File: src/rtl/rst_seq.sv
// Reset synchroniser and sequencer: syncs RST_n release, stretches, then frees N_CH domains in order.
// Optional soft reset from RUN is compiled in when RST_SEQ_SOFT_RST_EN is defined.
module rst_seq #(
   parameter int STAGES  = 2,
   parameter int N_CH    = 3,
   parameter int STRETCH = 16,
   parameter int STAGGER = 8
) (
   input  logic            clk,
   input  logic            RST_n,
   input  logic            soft_rst_req,
   output logic [N_CH-1:0] rst_n,
   output logic            all_rdy
);
   localparam int MAXC = (STRETCH > STAGGER) ? STRETCH : STAGGER;
   localparam int CW   = (MAXC < 1) ? 1 : $clog2(MAXC + 1);
   localparam int HW   = $clog2(N_CH + 1);
   localparam logic [CW-1:0] STRETCH_C = CW'(STRETCH);
   localparam logic [CW-1:0] STAGGER_C = CW'(STAGGER);

   typedef enum logic [1:0] {S_HOLD, S_STRETCH, S_STAGGER, S_RUN} state_t;

   logic [STAGES-1:0] sync_q;
   logic              sync_n;
   logic              sync_hi;
   state_t            state_q;
   logic [CW-1:0]     cnt_q;
   logic [HW-1:0]     ch_q;
   logic [N_CH-1:0]   rst_q;
   logic              rdy_q;

   logic              soft_go;
   logic              start;
   logic              counting;
   logic              rel;
   logic              last;
   logic [HW-1:0]     rel_ch;
   logic [N_CH-1:0]   rel_mask;

   always_ff @(negedge clk or negedge RST_n) begin
      if (!RST_n) begin
         sync_q <= '0;
      end else begin
         sync_q <= {sync_q[STAGES-2:0], 1'b1};
      end
   end

   // Look one flop ahead so HOLD->STRETCH is taken on the same edge sync_n rises.
   assign sync_n  = sync_q[STAGES-1];
   assign sync_hi = sync_q[STAGES-2] | sync_n;

`ifdef RST_SEQ_SOFT_RST_EN
   assign soft_go = soft_rst_req && (state_q == S_RUN);
`else
   logic unused_soft;
   assign unused_soft = soft_rst_req;
   assign soft_go     = 1'b0;
`endif

   assign start    = ((state_q == S_HOLD) && sync_hi) || soft_go;
   assign counting = (state_q == S_STRETCH) || (state_q == S_STAGGER);
   assign rel      = (start && (STRETCH == 0)) || (counting && (cnt_q == CW'(1)));
   assign rel_ch   = start ? '0 : ch_q;
   assign last     = (STAGGER == 0) || (rel_ch == HW'(N_CH - 1));

   // Every channel up to and including the one being released is out of reset.
   generate
      for (genvar gi = 0; gi < N_CH; gi++) begin : g_mask
         assign rel_mask[gi] = (HW'(gi) <= rel_ch);
      end
   endgenerate

   always_ff @(negedge clk or negedge RST_n) begin
      if (!RST_n) begin
         state_q <= S_HOLD;
         cnt_q   <= '0;
         ch_q    <= '0;
         rst_q   <= '0;
         rdy_q   <= 1'b0;
      end else if (rel) begin
         if (last) begin
            state_q <= S_RUN;
            rst_q   <= '1;
            rdy_q   <= 1'b1;
            ch_q    <= HW'(N_CH);
         end else begin
            state_q <= S_STAGGER;
            rst_q   <= rel_mask;
            rdy_q   <= 1'b0;
            ch_q    <= rel_ch + HW'(1);
            cnt_q   <= STAGGER_C;
         end
      end else if (start) begin
         state_q <= S_STRETCH;
         rst_q   <= '0;
         rdy_q   <= 1'b0;
         ch_q    <= '0;
         cnt_q   <= STRETCH_C;
      end else if (counting) begin
         cnt_q <= cnt_q - CW'(1);
      end
   end

   assign rst_n   = rst_q;
   assign all_rdy = rdy_q;

endmodule

File: config.mk
export PLATFORM = sky130hd
export DESIGN_NAME = rst_seq
export DESIGN_NICKNAME = d
export VERILOG_FILES = /design/src/rtl/rst_seq.sv
export SDC_FILE = /design/constraint.sdc
export NUM_CORES = 1
export LEC_CHECK = 0
export ABC_AREA = 1
export BUFFER_PORTS_ARGS = -buffer_cell sky130_fd_sc_hd__buf_2
export CAP_MARGIN = 20
export CORE_MARGIN = 5
export CORE_UTILIZATION = 50
export DETAILED_ROUTE_END_ITERATION = 10
export GPL_TIMING_DRIVEN = 0
export PLACE_DENSITY = 0.82
export SYNTH_ARGS = -nofsm -noshare
export SYNTH_HDL_FRONTEND = slang
export SYNTH_SLANG_ARGS = --single-unit
File: constraint.sdc
create_clock -name clk -period 1.5 [get_ports clk]
set_clock_uncertainty 0.15 [all_clocks]
set_input_delay 0.075 -clock clk [delete_from_list [all_inputs] [get_ports clk]]
set_output_delay 0.075 -clock clk [all_outputs]
set_load 0.01 [all_outputs]
==> results.md <==
| Stage | Item | This run |
| --- | --- | --- |
| sta | Unrepaired setup endpoints after global routing | true |
| outcome | Result of the run | finished with violations |
| placed design | Post-placement setup slack | -143 ps |
| finish | Most common library cell in the layout ignoring fill and taps | nand2_1 |
| clocking | Total number of clock tree sinks | 14 |
| sta | Number of hold violations in the final report | 0 |
| route | Average wire per cell in the routed design | 14.5 microns |
| route | Ratio of routed vias to standard cells | 5.58 |
| setup path | Required time worst endpoint | 1270 ps |
| yosys | Cells after Synth | 90 |
| floorplanning | Die X-Extent | 49.9 microns |
| floorplanning | Starting utilization of the core area | 52.9% |
| floorplanning | Die Y-Extent | 49.9 microns |
| route | Number of vias in the routed layout | 692 |
| power | Max IR drop VDD | 1340 uV |
| clocking | Worst-skew pair later-pin latency | 290 ps |
| finish | Core utilization of the finished layout | 67.4% |
| route | 1st-iter DRT viols | 31 |
| setup path | CP Data Arrival Time | 1640 ps |
| clocking | Root buffer cell | clkbuf_4 |
| finish | Final net count | 115 |
| route | Total iterations of the first detailed-routing run | 4 |
| global routing | First-pass GRT wire length | 3.00 mm |
| floorplanning | Total Die Area | 2490 sq um |
| yosys | Mean instance size in the synthesized netlist | 8.86 sq um |
| power | Total power | 2.36 mW |
| finish | Layout fillers | 100 |
| sta | Setup_tns | -3480 ps |
| power | Static Leakage | 0.538 nW |
| floorplanning | Number of top-level pins | 7 |
| setup path | Endpoint class of the critical path | output pin |
| yosys | Number of synthesized register bits | 14 |
| finish | Antenna diodes | 0 |
| finish | Relative area change from synthesis to final layout | 27.3% |
| worst hold path | Path type of the worst min-delay path | input port to async pin |
| global routing | Remaining global-route overflow | 0 |
| clocking | CTS tree | yes |
| yosys | Part of the Yosys area used for sequential elements | 44.0% |
| placed design | Total of buffers placed on input and output ports | 5 |
| power | Power density of the placed cells | 2320 nW/um^2 |
| yosys | Number of warnings reported in the yosys synthesis log | 0 |
| floorplanning | Number of core rows | 14 |
| global routing | Initial antenna violation count | 0 |
| global routing | Total Routing Usage GR | 16.4% |
| yosys | Summed instance area of the synthesized netlist | 797 sq um |
| outcome | Failing checks | negative setup slack |
| sta | Number of failing setup endpoints in the final timing report | 16 |
| placed design | Weighted congestion at the end of routability-driven global placement | 0.890 |
| placed design | HPWL reported at the end of detailed placement | 1.06 mm |
| clocking | Maximum clock insertion buffer count | 2 |
| sta | Final count of pins violating max slew | 0 |
| route | Drt drc | 0 |
| clocking | Total of hold buffers inserted after clock tree synthesis | 0 |
| yosys | Count of cell types in the netlist | 18 |
| clocking | Clock slew at the register clock pins of the worst setup and hold paths | 60 ps |
| finish | Sequential cell area | 350 sq um |
| setup path | Critical path fanouts, max | 2 |
| floorplanning | Core Region | 1510 sq um |
| finish | Area taken by multi-input logic gates | 445 sq um |
| route | Final wirelength | 1.80 mm |
| global routing | Pin count of the biggest net entering global routing | 15 |
| setup path | Type of origin of the critical path | flip-flop |
| global routing | Vias in the first global route | 676 |
| clocking | Maximum level of the CTS H-tree | 1 |
| run | # Max-Cap Violations | 0 |
| route | Number of nets with antenna violations after detailed routing | 0 |
| sta | Slack of the critical path | -368 ps |
| yosys | Post-synthesis net count | 96 |
| setup path | Category of the critical setup timing path | flip-flop to output pin |
| finish | Proportion of layout cells with a drive suffix above 1 | 37.0% |
| finish | Most frequent cells in the layout | nand2_1, nand3_1, dfrtn_1 |
| clocking | Number of buffers added by the clock tree synthesis step | 3 |
[area by class of cell]
class / instances / area share, %
plain buffers: 1 / 0.740
clock buffers: 4 / 3.58
inverters: 10 / 3.70
multi-input cells: 65 / 43.9
flip-flops and latches: 14 / 34.5
well taps: 16 / 1.97
repair buffers: 14 / 11.6
[worst paths after layout]
kind                                 startpoint              endpoint  slack [ps]  depth (start not counted)
max in group asynchronous                 RST_n  cnt_q[1]$_DFFE_NN0P_         790                          1
hold / removal                            RST_n     ch_q[0]$_DFF_NN0_         150                          1
hold reg to reg             sync_q[0]$_DFF_NN0_   sync_q[1]$_DFF_NN0_         250                          0
min in group clk            sync_q[0]$_DFF_NN0_   sync_q[1]$_DFF_NN0_         250                          0
setup reg to reg           rst_n[0]$_DFFE_NN0P_  cnt_q[2]$_DFFE_NN0P_        -260                          9
setup / recovery           rst_n[0]$_DFFE_NN0P_              rst_n[0]        -370                          2
[repair_timing]
item / in CTS / in global routing
pin swaps: 4 / 6
gates resized for setup: 10 / 8
setup buffers: 6 / 3
setup endpoints to repair: 10 / 15
endpoints found under the hold margin: 0 / 0
[metrics by stage]
| step | area (sq um) | hold WS [ps] | cells |
|---|---|---|---|
| 2_1_floorplan | 810 | 236 | 90 |
| 3_3_place_gp | 855 | 242 | 111 |
| 3_5_place_dp | 855 | 262 | 111 |
| 4_1_cts | 966 | 158 | 121 |
| 5_1_grt | 1010 | 158 | 124 |
| 6_report | 1010 | 149 | 124 |
[flip-flops by register name, summed over array words and instances (netlist names)]
| register | count |
|---|---|
| all_rdy | 1 |
| ch_q | 2 |
| cnt_q | 5 |
| rst_n | 3 |
| state_q | 1 |
| sync_q | 2 |
[critical path: stages (launching register included)]
cell     delay (ps)
dfrtn_1         410
buf_4           110
buf_6            90
[where the power goes]
group	leakage, nW	internal, mW	switching (mW)	total, mW
clock	0.0210	0.148	0.136	0.284
sequential	0.176	0.524	0.117	0.641
combinational	0.340	0.600	0.834	1.43
total	0.538	1.27	1.09	2.36
[cells by family (layout without fill, tap and decap cells)]
group / Yosys count / count (layout) / synth area share (%)
adders and majority gates: 3 / 3 / 4.71
DFF: 14 / 14 / 44.0
other: 1 / 1 / 0.471
xor gates and xnor gates: 2 / 2 / 2.20
and+or+nand+nor: 54 / 54 / 37.0
buffers and inverters: 11 / 29 / 5.65
AOI/OAI and AO/OA: 5 / 5 / 5.96
[cells in the mapped netlist]
| cell type | n | area, sq um |
|---|---|---|
| nand2_1 | 22 | 82.6 |
| xnor2_1 | 1 | 8.76 |
| inv_1 | 10 | 37.5 |
| xor2_1 | 1 | 8.76 |
| conb_1 | 1 | 3.75 |
| o21ai_4 | 2 | 32.5 |
| buf_4 | 1 | 7.51 |
| nor2_8 | 1 | 20.0 |
| o21ai_0 | 2 | 10.0 |
| nand4_4 | 1 | 21.3 |
| nand2_4 | 3 | 33.8 |
| nor2_4 | 2 | 22.5 |
| nand2_2 | 1 | 6.26 |
| nor2_1 | 9 | 33.8 |
| nand3_1 | 15 | 75.1 |
| ha_1 | 3 | 37.5 |
| dfrtn_1 | 14 | 350 |
| a21oi_1 | 1 | 5.00 |
[metal layers]
layer / vias to the layer above / share of wire [%] / GRT usage, %
li1: 320 / - / -
met4: 0 / 2.4 / 10.0
met5: - / 0 / 0
met3: 4 / 5.3 / 3.61
met1: 333 / 37 / 16.8
met2: 35 / 56 / 29.4
Power figures use the tool's default switching activity.
